===== src/rtl/gps_ser_reader_pkg.sv =====
// Shared definitions for the GPS serial readout initiator.
// Contents: FSM state encoding, default widths, GET_* op bit indices and a
// helper that returns the snapshot length in bits for a given GPS build.
package gps_ser_reader_pkg;

    localparam int OP_W_DEF    = 8;
    localparam int NBITS_W_DEF = 10;
    localparam int WORD_W_DEF  = 16;

    // Bit positions of the one-hot op byte driven on op_8.
    localparam int GET_CHAN_IQ  = 0;
    localparam int GET_SRQ      = 1;
    localparam int GET_SNAPSHOT = 2;

    typedef enum logic [2:0] {
        ST_IDLE  = 3'd0,
        ST_LOAD  = 3'd1,
        ST_SHIFT = 3'd2,
        ST_HOLD  = 3'd3,
        ST_DONE  = 3'd4
    } state_t;

    // Snapshot = 48 header bits plus one flag bit and the replica bits per channel.
    function automatic int snapshot_nbits(input int v_gps_chans, input int gps_repl_bits);
        return 48 + v_gps_chans * (1 + gps_repl_bits);
    endfunction

endpackage


===== src/rtl/gps_ser_pack.sv =====
// Packing shift register for the GPS serial reader.
// Ports:
//   clk, rst_n    : clock, synchronous active-low reset
//   clr           : discard any partial word (start of transfer)
//   shift_en      : a serial bit is sampled this cycle
//   emit          : this cycle's bit completes a word; restart packing
//   bit_in        : sampled serial bit (MSB-first)
//   word_full     : this cycle's bit is the last bit of a full word
//   word_out      : word including this cycle's bit, left-justified
module gps_ser_pack
    import gps_ser_reader_pkg::*;
#(
    parameter int WORD_W = WORD_W_DEF
) (
    input  logic              clk,
    input  logic              rst_n,
    input  logic              clr,
    input  logic              shift_en,
    input  logic              emit,
    input  logic              bit_in,
    output logic              word_full,
    output logic [WORD_W-1:0] word_out
);

    localparam int CNT_W = $clog2(WORD_W + 1);

    logic [WORD_W-1:0] sreg_q, sreg_d, sreg_next;
    logic [CNT_W-1:0]  cnt_q, cnt_d, shamt;

    always_comb begin
        sreg_next = {sreg_q[WORD_W-2:0], bit_in};
        word_full = (cnt_q == CNT_W'(WORD_W - 1));
        // cnt_q+1 bits are valid in sreg_next; move the first of them to the MSB.
        shamt     = CNT_W'(WORD_W - 1) - cnt_q;
        word_out  = sreg_next << shamt;

        sreg_d = sreg_q;
        cnt_d  = cnt_q;
        if (clr) begin
            sreg_d = '0;
            cnt_d  = '0;
        end else if (shift_en) begin
            if (emit) begin
                sreg_d = '0;
                cnt_d  = '0;
            end else begin
                sreg_d = sreg_next;
                cnt_d  = cnt_q + CNT_W'(1);
            end
        end
    end

    always_ff @(posedge clk) begin
        if (!rst_n) begin
            sreg_q <= '0;
            cnt_q  <= '0;
        end else begin
            sreg_q <= sreg_d;
            cnt_q  <= cnt_d;
        end
    end

endmodule


===== src/rtl/gps_ser_reader.sv =====
// Initiator for the GPS block's bit-serial readout.
// Accepts (op, nbits), pulses rdReg with op on op_8, then one rdBit per bit,
// sampling ser MSB-first and streaming 16-bit words out on a valid/ready port.
// Ports:
//   cmd_valid/cmd_ready/cmd_op/cmd_nbits : command request
//   rdReg/rdBit/op_8/ser                 : GPS block serial interface
//   word_valid/word_ready/word_data/word_last : output word stream
//   busy                                 : transfer in progress
// Optional feature: define GPS_SER_READER_CKSUM_EN to append a 16-bit XOR
// checksum word after the data words (the checksum word carries word_last).
//
// state    | meaning
// ST_IDLE  | waiting for a command, cmd_ready=1
// ST_LOAD  | one-cycle rdReg strobe with op on op_8
// ST_SHIFT | rdBit each cycle, ser sampled and packed
// ST_HOLD  | word pending on the output port, shifting paused
// ST_DONE  | one-cycle tail before returning to idle
module gps_ser_reader
    import gps_ser_reader_pkg::*;
#(
    parameter int OP_W    = OP_W_DEF,
    parameter int NBITS_W = NBITS_W_DEF,
    parameter int WORD_W  = WORD_W_DEF
) (
    input  logic               clk,
    input  logic               rst_n,
    input  logic               cmd_valid,
    output logic               cmd_ready,
    input  logic [OP_W-1:0]    cmd_op,
    input  logic [NBITS_W-1:0] cmd_nbits,
    output logic               rdReg,
    output logic               rdBit,
    output logic [OP_W-1:0]    op_8,
    input  logic               ser,
    output logic               word_valid,
    input  logic               word_ready,
    output logic [WORD_W-1:0]  word_data,
    output logic               word_last,
    output logic               busy
);

    state_t             state_q, state_d;
    logic [OP_W-1:0]    op_q, op_d;
    logic [NBITS_W-1:0] bits_left_q, bits_left_d;
    logic               word_valid_q, word_valid_d;
    logic [WORD_W-1:0]  word_data_q, word_data_d;
    logic               word_last_q, word_last_d;
`ifdef GPS_SER_READER_CKSUM_EN
    logic [WORD_W-1:0]  cksum_q, cksum_d;
    logic               ck_sent_q, ck_sent_d;
`endif

    logic              pack_clr, pack_shift, pack_emit, pack_full, last_bit;
    logic [WORD_W-1:0] pack_word;

    gps_ser_pack #(.WORD_W(WORD_W)) u_pack (
        .clk       (clk),
        .rst_n     (rst_n),
        .clr       (pack_clr),
        .shift_en  (pack_shift),
        .emit      (pack_emit),
        .bit_in    (ser),
        .word_full (pack_full),
        .word_out  (pack_word)
    );

    always_ff @(posedge clk) begin
        if (!rst_n) begin
            state_q      <= ST_IDLE;
            op_q         <= '0;
            bits_left_q  <= '0;
            word_valid_q <= 1'b0;
            word_data_q  <= '0;
            word_last_q  <= 1'b0;
`ifdef GPS_SER_READER_CKSUM_EN
            cksum_q      <= '0;
            ck_sent_q    <= 1'b0;
`endif
        end else begin
            state_q      <= state_d;
            op_q         <= op_d;
            bits_left_q  <= bits_left_d;
            word_valid_q <= word_valid_d;
            word_data_q  <= word_data_d;
            word_last_q  <= word_last_d;
`ifdef GPS_SER_READER_CKSUM_EN
            cksum_q      <= cksum_d;
            ck_sent_q    <= ck_sent_d;
`endif
        end
    end

    always_comb begin
        state_d      = state_q;
        op_d         = op_q;
        bits_left_d  = bits_left_q;
        word_valid_d = word_valid_q;
        word_data_d  = word_data_q;
        word_last_d  = word_last_q;
        pack_clr     = 1'b0;
        pack_shift   = 1'b0;
        pack_emit    = 1'b0;
        last_bit     = (bits_left_q == NBITS_W'(1));
`ifdef GPS_SER_READER_CKSUM_EN
        cksum_d      = cksum_q;
        ck_sent_d    = ck_sent_q;
`endif
        case (state_q)
            ST_IDLE: begin
                if (cmd_valid) begin
                    op_d        = cmd_op;
                    bits_left_d = cmd_nbits;
                    state_d     = ST_LOAD;
                end
            end
            ST_LOAD: begin
                pack_clr = 1'b1;
`ifdef GPS_SER_READER_CKSUM_EN
                cksum_d   = '0;
                ck_sent_d = 1'b0;
`endif
                if (bits_left_q == '0) begin
`ifdef GPS_SER_READER_CKSUM_EN
                    word_valid_d = 1'b1;
                    word_data_d  = '0;
                    word_last_d  = 1'b1;
                    ck_sent_d    = 1'b1;
                    state_d      = ST_HOLD;
`else
                    state_d      = ST_DONE;
`endif
                end else begin
                    state_d = ST_SHIFT;
                end
            end
            ST_SHIFT: begin
                pack_shift  = 1'b1;
                bits_left_d = bits_left_q - NBITS_W'(1);
                if (pack_full || last_bit) begin
                    pack_emit    = 1'b1;
                    word_valid_d = 1'b1;
                    word_data_d  = pack_word;
`ifdef GPS_SER_READER_CKSUM_EN
                    cksum_d      = cksum_q ^ pack_word;
                    word_last_d  = 1'b0;
`else
                    word_last_d  = last_bit;
`endif
                    state_d      = ST_HOLD;
                end
            end
            ST_HOLD: begin
                if (word_ready) begin
                    word_valid_d = 1'b0;
                    word_last_d  = 1'b0;
                    if (bits_left_q != '0) begin
                        state_d = ST_SHIFT;
                    end else begin
`ifdef GPS_SER_READER_CKSUM_EN
                        if (!ck_sent_q) begin
                            word_valid_d = 1'b1;
                            word_data_d  = cksum_q;
                            word_last_d  = 1'b1;
                            ck_sent_d    = 1'b1;
                        end else begin
                            state_d = ST_DONE;
                        end
`else
                        state_d = ST_DONE;
`endif
                    end
                end
            end
            ST_DONE:  state_d = ST_IDLE;
            default:  state_d = ST_IDLE;
        endcase
    end

    always_comb begin
        cmd_ready  = (state_q == ST_IDLE);
        busy       = (state_q != ST_IDLE);
        rdReg      = (state_q == ST_LOAD);
        rdBit      = (state_q == ST_SHIFT);
        op_8       = (state_q == ST_LOAD) ? op_q : '0;
        word_valid = word_valid_q;
        word_data  = word_data_q;
        word_last  = word_last_q;
    end

endmodule


===== config.mk =====
export PLATFORM = sky130hd
export DESIGN_NAME = gps_ser_reader
export DESIGN_NICKNAME = d
export VERILOG_FILES = /design/src/rtl/gps_ser_reader_pkg.sv /design/src/rtl/gps_ser_pack.sv /design/src/rtl/gps_ser_reader.sv
export SDC_FILE = /design/constraint.sdc
export NUM_CORES = 1
export LEC_CHECK = 0
export CAP_MARGIN = 10
export CORE_ASPECT_RATIO = 0.9
export CORE_MARGIN = 5
export CORE_UTILIZATION = 50
export CTS_BUF_LIST = sky130_fd_sc_hd__clkbuf_8
export CTS_CLUSTER_SIZE = 8
export DETAILED_ROUTE_END_ITERATION = 7
export PLACE_DENSITY = 0.79
export SLEW_MARGIN = 25
export SYNTH_ARGS = -nofsm -noshare
export SYNTH_HDL_FRONTEND = slang
export SYNTH_SLANG_ARGS = --single-unit

===== constraint.sdc =====
create_clock -name clk -period 1.8 [get_ports clk]
set_input_delay 0.36 -clock clk [delete_from_list [all_inputs] [get_ports clk]]
set_output_delay 0.36 -clock clk [all_outputs]
set_load 0.05 [all_outputs]

Word level (Yosys, flattened, before mapping)
Cells that the tools add are included.
Widths: inputs -> output; s select.
{"block": "classes", "bitwise_logic": 1, "n_reduce_logical": 13, "shift": 1, "addsub": 3, "eq_ne": 8, "mux": 20}
{"operator": "$pmux 10 s2", "n": 1}
{"operator": "$shl 16x5->16", "n": 1}
{"operator": "$mux 15", "n": 1}
{"operator": "$mux 3", "n": 5}
{"operator": "$pmux 3 s4", "n": 1}
{"operator": "$eq 10x1->1 const B", "n": 1}
{"operator": "$logic_not 10->1", "n": 1}
{"operator": "$mux 10", "n": 1}
{"operator": "$reduce_bool 10->1", "n": 1}
{"operator": "$sub 10x1->10 const B", "n": 1}
{"operator": "$mux 8", "n": 1}
{"operator": "$mux 1", "n": 7}
{"operator": "$eq 3x2->1 const B", "n": 2}
{"operator": "$reduce_and 2->1", "n": 3}
{"operator": "$reduce_and 3->1", "n": 2}
{"operator": "$add 5x1->5 const B", "n": 1}
{"operator": "$eq 5x4->1 const B", "n": 1}
{"operator": "$mux 5", "n": 1}
{"operator": "$sub 4x5->5 const A", "n": 1}
{"operator": "$ne 2x2->1 const B", "n": 2}
{"operator": "$pmux 1 s2", "n": 2}
{"operator": "$reduce_bool 2->1", "n": 2}
{"operator": "$eq 3x1->1 const B", "n": 1}
{"operator": "$logic_not 3->1", "n": 1}
{"operator": "other kinds (5)", "n": 5}
{"block": "totals", "ff_bits": 59, "input_bits": 23}

Logic depth before layout (Yosys ltp)
Gate-level depths: netlist of run 1.
{"block": "logic_depth", "word_depth": 5, "depth_mapped": 8}

Modules after synthesis
From an unflattened synthesis of run 1, not the netlist that was laid out.
{"block": "unflattened", "hier_cells": 398, "area_unflattened_um2": 3283.1}
{"mod": "gps_ser_reader", "cells_per_inst": 210, "n_inst": 1, "area_each_um2": 1824.2}
{"mod": "gps_ser_pack", "cells_per_inst": 188, "n_inst": 1, "area_each_um2": 1458.9}

Least setup slack after synthesis of run 1
No wires, ideal clock.
{"block": "synth_timing", "path_kind": "register -> output", "startpoint": "reg state_q[0]", "endpoint": "out busy", "path_stages_with_launch": 3, "arrival_ps": 2103, "required_ps": 1440, "n_path_buf": 0, "setup_slack_ps": -663, "path_cell_list": "dfxtp_1 > nor3_1 > inv_1"}
{"block": "synth_via", "elab_chain_cells": 1}
{"item": "start, declared", "line": "gps_ser_reader.sv:42", "text": "state_t state_q, state_d;"}
{"item": "start signal, assigned", "line": "gps_ser_reader.sv:80", "text": "state_q <= state_d;"}
{"item": "$reduce_bool 3->1", "line": "gps_ser_reader.sv:181", "text": "busy = (state_q != ST_IDLE);"}
{"item": "end, declared", "line": "gps_ser_reader.sv:39", "text": "output logic busy"}
Every way passes these cells.

Worst setup path in the final report of run 1
{"block": "layout_timing", "startpoint": "reg state_q[0]", "endpoint": "out op_8[6]"}
{"block": "layout_via", "elab_chain_cells": 2}
{"item": "$eq 3x1->1", "line": "gps_ser_reader.sv:184", "text": "op_8 = (state_q == ST_LOAD) ? op_q : '0;"}
{"item": "$mux 8", "line": "gps_ser_reader.sv:184"}
{"item": "end, declared", "line": "gps_ser_reader.sv:33", "text": "output logic [OP_W-1:0] op_8,"}
Every way passes these cells.

==> results.md, run 1 <==
- Max-slew headroom: 74.9%
- Layout cells sized above 1: 35.6%
- Antenna-violating nets left: 0
- Worst Skew: 0.00983 ns
- Hold WC Path Type: input pin to register
- Top Family by Delay on Critical Path: simple AND/OR/NAND/NOR gates
- Maximum number of pins on one net before global-route repair: 20
- Buffers on Ports: 52
- Register share of total power: 34.5%
- IR drop worst, VDD: 0.638 mV
- Cts bufs inserted: 9
- Area growth syn-to-layout: 42.7%
- CP Buf/Inv Count: 2
- Synth Flop Type: sky130_fd_sc_hd__dfxtp_1
- Ports: 53
- Dominant cell by count in the synthesized netlist: sky130_fd_sc_hd__dfxtp_1
- Slowest stage cell on the critical path: sky130_fd_sc_hd__dfxtp_2
- Cell internal power dissipation: 2.91 mW
- Initial standard-cell utilization of the core: approximately half
- Buffer levels on the longest clock path: 2
- Fin Setup TNS: 0 ns
- Number of cells traversed by the worst register-to-register path: 5
- Overall track demand over capacity in global routing: about 24%
- Number of hold-repair buffers added at the cts stage: 0
- Non-filler cells, final: 531
- Run status: finished, final reports clean
- Path type of the worst setup path: register to output port
- Cell chain of the critical path: buf_6, nand2b_4, nor2_4, and2_4, buf_12
- Area after detailed placement: 0.00408 mm²
- Maximum cell stage delay along the critical path: around 0.34 ns
- Core outline area: between 0.006 and 0.007 mm²
- Fmax achieved: between 500 and 600 MHz
- Total via count in the routed design: 3130
- Routed length per instance: 17.9 µm
- Total nets after synthesis: around 380
- Via count of the first global-routing pass: a little over 3000
- Number of max-slew violations in the final report: 0
- Die Footprint: 0.00797 mm²
- Register area share after synthesis: 37.6%
- Number of instances in the synthesized netlist: 350
- Placed Cells incl. Taps: 507
- Final std cell area, no fill: 0.00448 mm²
- TritonCTS clock tree: done
- Stages on worst setup path: 5
- Min Tclk post-route: 1.77 ns
- Final hold violation count: 0
- Latest clock arrival within the worst-skew pair: around 0.35 ns
- Kind of capture point of the worst setup path: output port
- H-tree depth: 3
- Number of remaining DRC errors: 0
- Fraction of registers with async set or reset after synthesis: 0%
- Cells on Worst Hold Path: 3
- Power share of the clock group: 26.5%
- FP Rows: 27
- Top-area cell type share of the netlist area: 37.6%
- Ratio of final minimum period to clock period: 98.3%
- Area of the mapped netlist: 0.00314 mm²
- Required arrival time at the worst endpoint: about 1.4 ns
- Max-cap check violation count: 0
- First-pass iteration count of the detailed router: 4
- Net total in the final layout: around 470
- Distinct cell type count of the synthesized netlist: 57
- Switching Fraction: 35.4%
- Leakage power: 1.72 nW
- Core Util, Final: approximately 73%
- First DRT Iteration DRCs: 221
- Critical path arrival: 1.41 ns
- Critical Path Start Type: register
- Cell type contributing the most total cell area after synthesis: sky130_fd_sc_hd__dfxtp_1
- Initial antenna violation count: 0
- P per Cell Area: 1000 mW/mm²
- Warnings, synthesis: 0
- Final Routed Wirelength: 9.51 mm
- Final setup violation count: 0
- Wire length of the first global-routing pass: 15.2 mm
- Top cells by area, synth: sky130_fd_sc_hd__dfxtp_1, sky130_fd_sc_hd__mux4_2, sky130_fd_sc_hd__a21oi_1
- Total inserted antenna cells: 0
- Library cell used as clock root buffer: sky130_fd_sc_hd__clkbuf_8
- Final weighted congestion in routability-driven placement: 0.924
- Register bit total from synthesis: 59
- RSZ-0062 raised after global routing: yes
- Post-DP HPWL: around 6.5 mm
- TritonCTS sink count: around 60
- Overflow left after global routing: 0
- Fraction of power consumed by combinational cells: 39.0%
- Net switching power: 1.59 mW
- Peak fanout along the critical path: 5
- Number of enable flip-flop cells after synthesis: 0
- Die width: 93.5 µm
- Mean instance size in the synthesized netlist: approximately 9 µm²
- Drt via density: 5.89
- Slew @ Worst Pin: 0.374 ns
- Clock transition time at the flip-flop clock pins of the worst setup and hold paths: 0.07 ns
- Die span in y: 85.2 µm
- Worst Setup Slack post-DPL: -0.283 ns
- Post-synth top cells: sky130_fd_sc_hd__dfxtp_1, sky130_fd_sc_hd__nor2_1, sky130_fd_sc_hd__nand2_1
- Post-layout worst setup margin: roughly 0.031 ns
==> timing repair <==
| item | CTS | global route |
|---|---|---|
| pin swaps | 3 | 11 |
| setup buffers | 3 | 6 |
| gates cloned | 1 | 0 |
| gates resized for setup | 16 | 27 |
| hold endpoints to repair | 0 | 0 |
| endpoints found under the setup margin | 23 | 31 |
==> final timing paths <==
path | startpoint | endpoint | slack, ns
min | ser | u_pack.sreg_q[0] | 0.39
max reg2reg | bits_left_q[7] | word_data[1] | 0.04
min reg2reg | op_q[3] | op_q[3] | 0.46
max | state_q[0] | op_8[6] | 0.03
==> flip-flops by register name (all words and copies together), names as in the netlist <==
register,count
state_q,3
u_pack.sreg_q,15
u_pack.cnt_q,5
bits_left_q,10
word_data,16
word_last,1
word_valid,1
op_q,8
==> metal layers <==
metal	wire length, µm	GRT usage, %	vias to the layer above
li1	-	-	1467
met1	3890	29.9	1506
met2	4800	41.2	138
met3	627	6.12	19
met4	191	8.92	0
met5	0	0	-
==> tightest hold or removal path, cell delays in order <==
cell	delay, ns
sky130_fd_sc_hd__dlymetal6s2s_1	0.17
sky130_fd_sc_hd__a22oi_1	0.09
sky130_fd_sc_hd__nor2_1	0.08
==> area by class of cell <==
| class | count | area, µm² |
|---|---|---|
| clock inverter | 5 | 55.1 |
| fill | 427 | 1640 |
| tap | 87 | 109 |
| inverter | 5 | 26.3 |
| clock buffer | 10 | 138 |
| multi-input combinational | 258 | 1920 |
| sequential | 59 | 1190 |
| timing repair buffer | 107 | 1040 |
==> cells in the final DEF, fill, tap and decap left out, types with 7 or more instances in the layout <==
| cell type | count |
|---|---|
| sky130_fd_sc_hd__a21oi_1 | 30 |
| sky130_fd_sc_hd__dfxtp_1 | 53 |
| sky130_fd_sc_hd__nand2_1 | 33 |
| sky130_fd_sc_hd__o21ai_1 | 8 |
| sky130_fd_sc_hd__o21ai_0 | 9 |
| sky130_fd_sc_hd__mux4_2 | 15 |
| sky130_fd_sc_hd__buf_4 | 68 |
| sky130_fd_sc_hd__clkdlybuf4s50_1 | 21 |
| sky130_fd_sc_hd__nand3_1 | 15 |
| sky130_fd_sc_hd__nor2_1 | 34 |
| sky130_fd_sc_hd__a22oi_1 | 20 |
| sky130_fd_sc_hd__nor3_1 | 7 |
| sky130_fd_sc_hd__buf_12 | 13 |
| sky130_fd_sc_hd__and2_4 | 7 |
| sky130_fd_sc_hd__clkbuf_8 | 10 |
==> power by group through the flow <==
stage | logic, mW | clock network [mW] | registers (mW)
5_1_grt | 1.87 | 1.28 | 1.57
3_3_place_gp | 1.49 | 0 | 1.54
3_5_place_dp | 1.52 | 0 | 1.55
6_report | 1.76 | 1.19 | 1.55
2_1_floorplan | 0.920 | 0 | 1.54
4_1_cts | 1.63 | 1.21 | 1.53
==> metrics by stage <==
step | power [mW] | hold WS (ns)
2_1_floorplan | 2.46 | 0.432
3_3_place_gp | 3.03 | 0.439
3_5_place_dp | 3.08 | 0.442
4_1_cts | 4.37 | 0.453
5_1_grt | 4.72 | 0.433
6_report | 4.50 | 0.387
==> kinds of logic (layout without fill, tap and decap cells) <==
| family | Yosys count | count (layout) | share of synthesized area (%) |
|---|---|---|---|
| simple gates | 136 | 137 | 22.1 |
| xor+xnor | 4 | 4 | 1.12 |
| mux | 26 | 26 | 14.5 |
| fa+ha+maj | 3 | 3 | 1.20 |
| buf+inv | 34 | 127 | 5.26 |
| compound gates | 88 | 88 | 18.2 |
| flops | 59 | 59 | 37.6 |
(Power assumes the default switching activity.)
==> run 2, diff against run 1 <==
--- a/config.mk
+++ b/config.mk
@@ -12,6 +12,7 @@
 export CTS_BUF_LIST = sky130_fd_sc_hd__clkbuf_8
 export CTS_CLUSTER_SIZE = 8
 export DETAILED_ROUTE_END_ITERATION = 7
+export HOLD_SLACK_MARGIN = 0.03
 export PLACE_DENSITY = 0.79
 export SLEW_MARGIN = 25
 export SYNTH_ARGS = -nofsm -noshare
==> results of run 2 <==
No change in the layout: final DEF, timing and power equal those of run 1.
